**src/rtl/mc_ctrl_fsm_if.sv**
```systemverilog
// rtl/mc_ctrl_fsm_if.sv - instruction-field / control-strobe bundle between datapath and mc_ctrl_fsm
// Perf counter signals are present only when MC_CTRL_PERF_EN is defined.
interface mc_ctrl_fsm_if;
    logic [1:0] op;
    logic [5:0] funct;
    logic [3:0] rd;
    logic       cond_ex;
    logic       mem_ready;

    logic       ir_write;
    logic       adr_src;
    logic       alu_src_a;
    logic [1:0] alu_src_b;
    logic [1:0] result_src;
    logic       alu_op;
    logic       reg_w;
    logic       mem_w;
    logic       pc_write;
    logic       illegal;
`ifdef MC_CTRL_PERF_EN
    logic [31:0] cyc_cnt;
    logic [31:0] instr_cnt;
    logic [31:0] stall_cnt;
`endif

    modport master (
        output op, funct, rd, cond_ex, mem_ready,
        input  ir_write, adr_src, alu_src_a, alu_src_b, result_src,
        input  alu_op, reg_w, mem_w, pc_write, illegal
`ifdef MC_CTRL_PERF_EN
        , input cyc_cnt, instr_cnt, stall_cnt
`endif
    );

    modport slave (
        input  op, funct, rd, cond_ex, mem_ready,
        output ir_write, adr_src, alu_src_a, alu_src_b, result_src,
        output alu_op, reg_w, mem_w, pc_write, illegal
`ifdef MC_CTRL_PERF_EN
        , output cyc_cnt, instr_cnt, stall_cnt
`endif
    );
endinterface

```
**src/rtl/mc_ctrl_fsm.sv**
```systemverilog
// rtl/mc_ctrl_fsm.sv - multi-cycle ARM main control FSM with PC-write qualification
// Optional cycle/instruction/stall counters enabled by MC_CTRL_PERF_EN.
module mc_ctrl_fsm #(
    parameter int         ST_W    = 4,
    parameter logic [3:0] R15_IDX = 4'd15
) (
    input  logic         clk,
    input  logic         rst_n,
    mc_ctrl_fsm_if.slave bus
);

    typedef enum logic [ST_W-1:0] {
        RST_W,
        FETCH,
        DECODE,
        MEMADR,
        MEMRD,
        MEMWB,
        MEMWR,
        EXER,
        EXEI,
        ALUWB,
        BRANCH
    } state_t;

    state_t state_q, state_d;
    logic   illegal_q, illegal_d;

    // funct[2:1] only matters to the ALU decoder, not to sequencing
    logic unused_funct;
    assign unused_funct = ^bus.funct[2:1];

    logic rd_is_pc;
    logic alu_writes;
    assign rd_is_pc   = (bus.rd == R15_IDX);
    assign alu_writes = bus.cond_ex & (bus.funct[4:3] != 2'b10);

    always_comb begin
        state_d   = state_q;
        illegal_d = illegal_q;
        case (state_q)
            RST_W:  state_d = FETCH;
            FETCH:  if (bus.mem_ready) state_d = DECODE;
            DECODE: begin
                case (bus.op)
                    2'b01:   state_d = MEMADR;
                    2'b00:   state_d = bus.funct[5] ? EXEI : EXER;
                    2'b10:   state_d = BRANCH;
                    default: begin
                        state_d   = FETCH;
                        illegal_d = 1'b1;
                    end
                endcase
            end
            MEMADR: state_d = bus.funct[0] ? MEMRD : MEMWR;
            MEMRD:  if (bus.mem_ready) state_d = MEMWB;
            MEMWB:  state_d = FETCH;
            MEMWR:  if (bus.mem_ready) state_d = FETCH;
            EXER:   state_d = ALUWB;
            EXEI:   state_d = ALUWB;
            ALUWB:  state_d = FETCH;
            BRANCH: state_d = FETCH;
            default: state_d = RST_W;
        endcase
    end

`ifdef MC_CTRL_PERF_EN
    logic [31:0] cyc_cnt_q;
    logic [31:0] instr_cnt_q;
    logic [31:0] stall_cnt_q;
    logic        stall_state;
    assign stall_state = (state_q == FETCH) || (state_q == MEMRD) || (state_q == MEMWR);
`endif

    always_ff @(posedge clk or negedge rst_n) begin
        if (!rst_n) begin
            state_q   <= RST_W;
            illegal_q <= 1'b0;
`ifdef MC_CTRL_PERF_EN
            cyc_cnt_q   <= 32'd0;
            instr_cnt_q <= 32'd0;
            stall_cnt_q <= 32'd0;
`endif
        end else begin
            state_q   <= state_d;
            illegal_q <= illegal_d;
`ifdef MC_CTRL_PERF_EN
            if (state_q != RST_W)
                cyc_cnt_q <= cyc_cnt_q + 32'd1;
            if ((state_q == FETCH) && bus.mem_ready)
                instr_cnt_q <= instr_cnt_q + 32'd1;
            if (stall_state && !bus.mem_ready)
                stall_cnt_q <= stall_cnt_q + 32'd1;
`endif
        end
    end

    // Moore decode of the state register; only mem_ready/cond_ex/rd/funct qualify strobes
    always_comb begin
        bus.ir_write   = 1'b0;
        bus.adr_src    = 1'b0;
        bus.alu_src_a  = 1'b0;
        bus.alu_src_b  = 2'b00;
        bus.result_src = 2'b00;
        bus.alu_op     = 1'b0;
        bus.reg_w      = 1'b0;
        bus.mem_w      = 1'b0;
        bus.pc_write   = 1'b0;
        case (state_q)
            FETCH: begin
                bus.alu_src_a  = 1'b1;
                bus.alu_src_b  = 2'b10;
                bus.result_src = 2'b10;
                bus.ir_write   = bus.mem_ready;
                bus.pc_write   = bus.mem_ready;
            end
            DECODE: begin
                bus.alu_src_a  = 1'b1;
                bus.alu_src_b  = 2'b10;
                bus.result_src = 2'b10;
            end
            MEMADR: bus.alu_src_b = 2'b01;
            MEMRD:  bus.adr_src   = 1'b1;
            MEMWB: begin
                bus.result_src = 2'b01;
                bus.reg_w      = bus.cond_ex;
                bus.pc_write   = bus.cond_ex & rd_is_pc;
            end
            MEMWR: begin
                bus.adr_src = 1'b1;
                bus.mem_w   = bus.cond_ex;
            end
            EXER: bus.alu_op = 1'b1;
            EXEI: begin
                bus.alu_op    = 1'b1;
                bus.alu_src_b = 2'b01;
            end
            ALUWB: begin
                bus.reg_w    = alu_writes;
                bus.pc_write = alu_writes & rd_is_pc;
            end
            BRANCH: begin
                bus.alu_src_b  = 2'b01;
                bus.result_src = 2'b10;
                bus.pc_write   = bus.cond_ex;
            end
            default: ;
        endcase
    end

    assign bus.illegal = illegal_q;
`ifdef MC_CTRL_PERF_EN
    assign bus.cyc_cnt   = cyc_cnt_q;
    assign bus.instr_cnt = instr_cnt_q;
    assign bus.stall_cnt = stall_cnt_q;
`endif

endmodule
```
**src/flat_wrapper.sv**
```systemverilog
// flat-port wrapper written by rule: the top's interface ports become plain ports
module mc_ctrl_fsm_flat 
#(
    parameter int         ST_W    = 4,
    parameter logic [3:0] R15_IDX = 4'd15
)
  (clk, rst_n, bus_op, bus_funct, bus_rd, bus_cond_ex, bus_mem_ready, bus_ir_write, bus_adr_src, bus_alu_src_a, bus_alu_src_b, bus_result_src, bus_alu_op, bus_reg_w, bus_mem_w, bus_pc_write, bus_illegal);
  mc_ctrl_fsm_if bus_i ();
  input  logic clk;
  input  logic rst_n;
  input wire logic [$bits(bus_i.op)-1:0] bus_op;
  input wire logic [$bits(bus_i.funct)-1:0] bus_funct;
  input wire logic [$bits(bus_i.rd)-1:0] bus_rd;
  input wire logic [$bits(bus_i.cond_ex)-1:0] bus_cond_ex;
  input wire logic [$bits(bus_i.mem_ready)-1:0] bus_mem_ready;
  output wire logic [$bits(bus_i.ir_write)-1:0] bus_ir_write;
  output wire logic [$bits(bus_i.adr_src)-1:0] bus_adr_src;
  output wire logic [$bits(bus_i.alu_src_a)-1:0] bus_alu_src_a;
  output wire logic [$bits(bus_i.alu_src_b)-1:0] bus_alu_src_b;
  output wire logic [$bits(bus_i.result_src)-1:0] bus_result_src;
  output wire logic [$bits(bus_i.alu_op)-1:0] bus_alu_op;
  output wire logic [$bits(bus_i.reg_w)-1:0] bus_reg_w;
  output wire logic [$bits(bus_i.mem_w)-1:0] bus_mem_w;
  output wire logic [$bits(bus_i.pc_write)-1:0] bus_pc_write;
  output wire logic [$bits(bus_i.illegal)-1:0] bus_illegal;
  assign bus_i.op = bus_op;
  assign bus_i.funct = bus_funct;
  assign bus_i.rd = bus_rd;
  assign bus_i.cond_ex = bus_cond_ex;
  assign bus_i.mem_ready = bus_mem_ready;
  assign bus_ir_write = bus_i.ir_write;
  assign bus_adr_src = bus_i.adr_src;
  assign bus_alu_src_a = bus_i.alu_src_a;
  assign bus_alu_src_b = bus_i.alu_src_b;
  assign bus_result_src = bus_i.result_src;
  assign bus_alu_op = bus_i.alu_op;
  assign bus_reg_w = bus_i.reg_w;
  assign bus_mem_w = bus_i.mem_w;
  assign bus_pc_write = bus_i.pc_write;
  assign bus_illegal = bus_i.illegal;
  mc_ctrl_fsm #(.ST_W(ST_W), .R15_IDX(R15_IDX)) u_core (.clk(clk), .rst_n(rst_n), .bus(bus_i));
endmodule
```
**config.mk**
```make
export PLATFORM = sky130hd
export DESIGN_NAME = mc_ctrl_fsm_flat
export DESIGN_NICKNAME = d
export VERILOG_FILES = /design/src/rtl/mc_ctrl_fsm_if.sv /design/src/rtl/mc_ctrl_fsm.sv /design/src/flat_wrapper.sv
export SDC_FILE = /design/constraint.sdc
export NUM_CORES = 1
export LEC_CHECK = 0
export CORE_MARGIN = 2
export CORE_UTILIZATION = 39
export CTS_BUF_LIST = sky130_fd_sc_hd__clkbuf_4 sky130_fd_sc_hd__clkbuf_8
export DETAILED_ROUTE_END_ITERATION = 8
export GPL_TIMING_DRIVEN = 0
export PLACE_DENSITY_LB_ADDON = 0.15
export SLEW_MARGIN = 0
export SYNTH_ARGS = -nofsm -noshare
export SYNTH_HDL_FRONTEND = slang
export SYNTH_SLANG_ARGS = --single-unit
```
**constraint.sdc**
```tcl
create_clock -name clk -period 1.7 [get_ports clk]
set_input_delay 0.34 -clock clk [delete_from_list [all_inputs] [get_ports clk]]
set_output_delay 0.34 -clock clk [all_outputs]
set_load 0.02 [all_outputs]
```
Yosys cells after proc, flatten, opt, wreduce, memory -nomap -nowiden
Index checks and enable logic that the tools add are counted.
{ "totals": {"inputBits": 16, "output_inout_bits": 12, "ff_bits": 5, "word_cells": 50} }
{ "classes": {"n_mux": 16, "eq_ne": 17, "reduce_logical": 11, "n_bitwise": 4} }
{ "ops": {"columns": ["op", "count"], "rows": [
  ["case mux 4 bit (7 select lines)", 1],
  ["== test 4 x 3 -> 1 bit (second input constant)", 4],
  ["== test 4 bit (second input constant)", 4],
  ["two-way mux 4 bit", 4],
  ["case mux 4 bit (3 select lines)", 1],
  ["OR reduction 3 bit", 3],
  ["== test 4 x 2 -> 1 bit (second input constant)", 2],
  ["!= test 2 bit (second input constant)", 4],
  ["case mux 2 bit (2 select lines)", 2],
  ["OR reduction 2 bit", 3],
  ["two-way mux 1 bit", 5],
  ["== test 4 x 1 -> 1 bit (second input constant)", 1],
  ["logical NOT 4 bit", 1],
  ["case mux 1 bit (4 select lines)", 1],
  ["OR reduction 4 bit", 1],
  ["AND 1 bit", 3],
  ["AND reduction 3 bit", 1],
  ["== test 2 x 1 -> 1 bit (second input constant)", 1],
  ["== test 2 bit (second input constant)", 1],
  ["logical NOT 2 bit", 1],
  ["two-way mux 2 bit", 1],
  ["case mux 1 bit (2 select lines)", 1],
  ["AND reduction 2 bit", 1],
  ["NOT 1 bit", 1]
]} }

Depth between registers and ports, before layout
{ "depth": {"depth_word": 4, "mapped_depth": 5, "mapped_depth_nobuf": 4} }

Worst setup path before layout
OpenSTA, ideal clock, no wires.
{ "synth_path": {"path_kind": "flip-flop to output port", "start": "register u_core.state_q[3]", "end": "output bus_pc_write", "slack_ps": -282, "t_arrival_ps": 1642, "path_buffers": 1, "stages_incl_launch_ff": 4, "required_ps": 1360, "cell_sequence": "dfrtp_1 > buf_4 > nor4_1 > nand2b_1"} }
{ "synth_via": {"elab_chain_cells": 2, "elab_cells_between_ends": 5, "classes_between": "eq/ne (4); mux (1)"} }
{ "synth_lines": {"columns": ["element", "line_no", "rtl"], "rows": [
  ["from (decl)", "mc_ctrl_fsm.sv:26", "state_t state_q, state_d;"],
  ["from (signal assigned)", "mc_ctrl_fsm.sv:85", "state_q <= state_d;"],
  ["== test 4 bit (tied with other cells)", "mc_ctrl_fsm.sv:109", "case (state_q)"],
  ["case mux 1 bit (4 select lines) (*)", "mc_ctrl_fsm.sv:109", null],
  ["to (decl)", "flat_wrapper.sv:24", "output wire logic [$bits(bus_i.pc_write)-1:0] bus_pc_write;"]
]} }
Mark *: on every way between the ends. The rest lies on a longest branch, timed or not.

Final worst setup path
{ "layout_path": {"start": "register u_core.state_q[2]", "end": "output bus_alu_op"} }
{ "layout_via": {"elab_chain_cells": 3, "elab_cells_between_ends": 4, "classes_between": "eq/ne (2); mux (1); reduce/logical (1)"} }
{ "layout_lines": {"columns": ["element", "line_no", "rtl"], "rows": [
  ["== test 4 x 3 -> 1 bit or == test 4 bit (tied branches)", "mc_ctrl_fsm.sv:109", null],
  ["OR reduction 2 bit (no line) (*)", null, null],
  ["two-way mux 1 bit (*)", "mc_ctrl_fsm.sv:109", null],
  ["to (decl)", "flat_wrapper.sv:21", "output wire logic [$bits(bus_i.alu_op)-1:0] bus_alu_op;"]
]} }
Marked as above.

==> flow_metrics.tcl <==
set metrics [dict create \
    status "complete, but fails checks" \
    failed_checks "negative setup slack" \
    cp-start-kind "flip-flop" \
    start_util 0.412 \
    clockRootBuffer "clkbuf_4" \
    maxCapViolCount 0 \
    grt_usage 0.207 \
    grt_max_degree 11 \
    worstPathArrival_ps 1520 \
    drive_above_1_share 0.458 \
    worst_pin_slew_ps 383 \
    final_antenna_net_count 0 \
    cpMaxStageDelayCell "dfrtp_1" \
    synth_area_per_cell_um2 8.05 \
    cts.path.max_buffers 2 \
    rrSetupSlack_ps -50 \
    cts_made_buffers 3 \
    dp_hpwl_um 993 \
    max_stage_delay_ps 370 \
    via_count 654 \
    port_buffers 25 \
    period_minus_slack_ps 1860 \
    critical_path.top_delay_family "simple AND/OR/NAND/NOR gates" \
    whs_ps 315 \
    ios 28 \
    synth_flop_cell "dfrtp_1" \
    hold_path_class "in2async" \
    grt_pass1_vias 553 \
    holdBufCountCts 0 \
    firstDrtPassIters 4 \
    core_area_um2 1270 \
    async_reset_ff_frac 1.00 \
    htreeDepth 1 \
    cp_common_cell "buf_6" \
    nets 124 \
    finalNonFillerCells 122 \
    setup_slack_ps -159 \
    rr_worst_depth 10 \
    diodes 0 \
    required_ps 1360 \
    end_kind "output port" \
    grt_overflow 0 \
    power_mw 1.77 \
    worst-path-stages 5 \
    die_y_um 40.6 \
    pre_cts_ws_ps -539 \
    grt_pass1_wl_um 2300 \
    cp_num_buf_inv 2 \
    vdd_drop_max_mv 1.02 \
    seq_area_frac_synth 0.239 \
    finalSetupViolCount 6 \
    routed_wl_um 1590 \
    antenna_found_initial 0 \
    multi_input_area_um2 415 \
    syn-num-nets 81 \
    seq_area_um2 125 \
    min_period_over_period 1.09 \
    vias_per_cell 5.36 \
    path_class "reg2out" \
    gp_congestion 0.778 \
    slew-limit-headroom 0.742 \
    setup-tns-final_ps -533 \
    clk_pin_slew_ps 40 \
    drv_slew 0 \
    fp-row-count 13 \
    leakagePower_nw 0.456 \
    synth.distinct_cells 37 \
    dp.cells 105 \
    synth-seq-cells 5 \
    report.final.hold_viol_count 0 \
    synth_edf_count 0 \
    clock-skew-final_ps 1.26 \
    syn-cell-area_um2 523 \
    layout_commonest_cell "buf_4" \
    rsz0062_at_grt "true" \
    drc_errors 0 \
    cp_max_fo 9 \
    cts.sinks 5 \
    max_freq_mhz 538 \
    wl_per_cell_um 13.0 \
    final_cell_mix "17 x buf_4, 13 x clkdlybuf4s50_1, 11 x buf_6, 7 x nor2_1" \
    p_per_area_nw_per_um2 1800 \
    path_cells "buf_6 -> nand2b_4 -> or3_1 -> o21ai_2 -> buf_6" \
    clkLatencyLatePin_ps 240 \
    synthCells 65 \
    fillers 89 \
    initialDrtViolationCount 16 \
    synthToLayoutAreaGrowth_pct 88.8 \
    die_area_um2 1650 \
    cts_tree "yes" \
    die_x_um 40.6 \
    ys.warnings.count 0 \
]
[metal layers]
metal / global-route usage / wire length [µm] / share of wire
met1: 0.267 / 645 / 0.41
met2: 0.337 / 830 / 0.52
met3: 0.0761 / 99 / 0.062
met4: 0.0250 / 9 / 0.0057
met5: 0 / 0 / 0
[final cells by class]
class	count	area share
plain buffers	4	0.0456
clock buffers	4	0.0304
inverters	1	0.00380
multi-input cells	55	0.421
flip-flops and latches	5	0.127
well taps	15	0.0190
repair buffers	38	0.354
[per-stage QoR]
stage	utilization	area (µm²)
finish	0.778	987
global route	0.778	987
CTS	0.730	926
detailed placement	0.636	807
global placement	0.636	807
floorplan	-	538
[registers in the layout (all words and copies together) (netlist names)]
| name | count |
|---|---|
| u_core.state_q | 4 |
| u_core.bus.illegal | 1 |
[cells by family (layout without fill, tap and decap cells)]
kind of cell | Yosys count | after routing | share of synthesized area
compound gates | 18 | 18 | 0.249
buf+inv | 5 | 47 | 0.0741
simple gates | 36 | 36 | 0.416
mux | 1 | 1 | 0.0215
flops | 5 | 5 | 0.239
[repair_timing]
| action | CTS | global route |
|---|---|---|
| buffers inserted | 10 | 3 |
| pin swaps | 3 | 2 |
| setup endpoints to repair | 11 | 12 |
| resized for setup | 68 | 11 |
[report_power, final]
group / internal (mW) / switching [mW]
sequential: 0.174 / 0.0348
clock: 0.105 / 0.0470
combinational: 0.730 / 0.682
[final timing paths]
check                                   startpoint            endpoint
worst min-delay path                         rst_n   u_core.state_q[0]
max in group asynchronous                    rst_n   u_core.state_q[3]
worst max-delay path             u_core.state_q[2]          bus_alu_op
worst min register to register  u_core.bus.illegal  u_core.bus.illegal
min in group clk                u_core.bus.illegal  u_core.bus.illegal
worst max register to register   u_core.state_q[2]   u_core.state_q[3]
[synthesized netlist by cell type (all sizes together), types with 2 or more instances]
library cell / instances / area [µm²]
nor2: 9 / 41.3
a21oi: 5 / 25.0
dfrtp: 5 / 125
nand2: 5 / 18.8
buf: 4 / 35.0
nand2b: 4 / 35.0
nor2b: 4 / 25.0
o21ai: 4 / 23.8
nor3: 3 / 15.0
a21boi: 2 / 26.3
or2b: 2 / 22.5
Note: power is estimated with default switching activity, not from simulation.
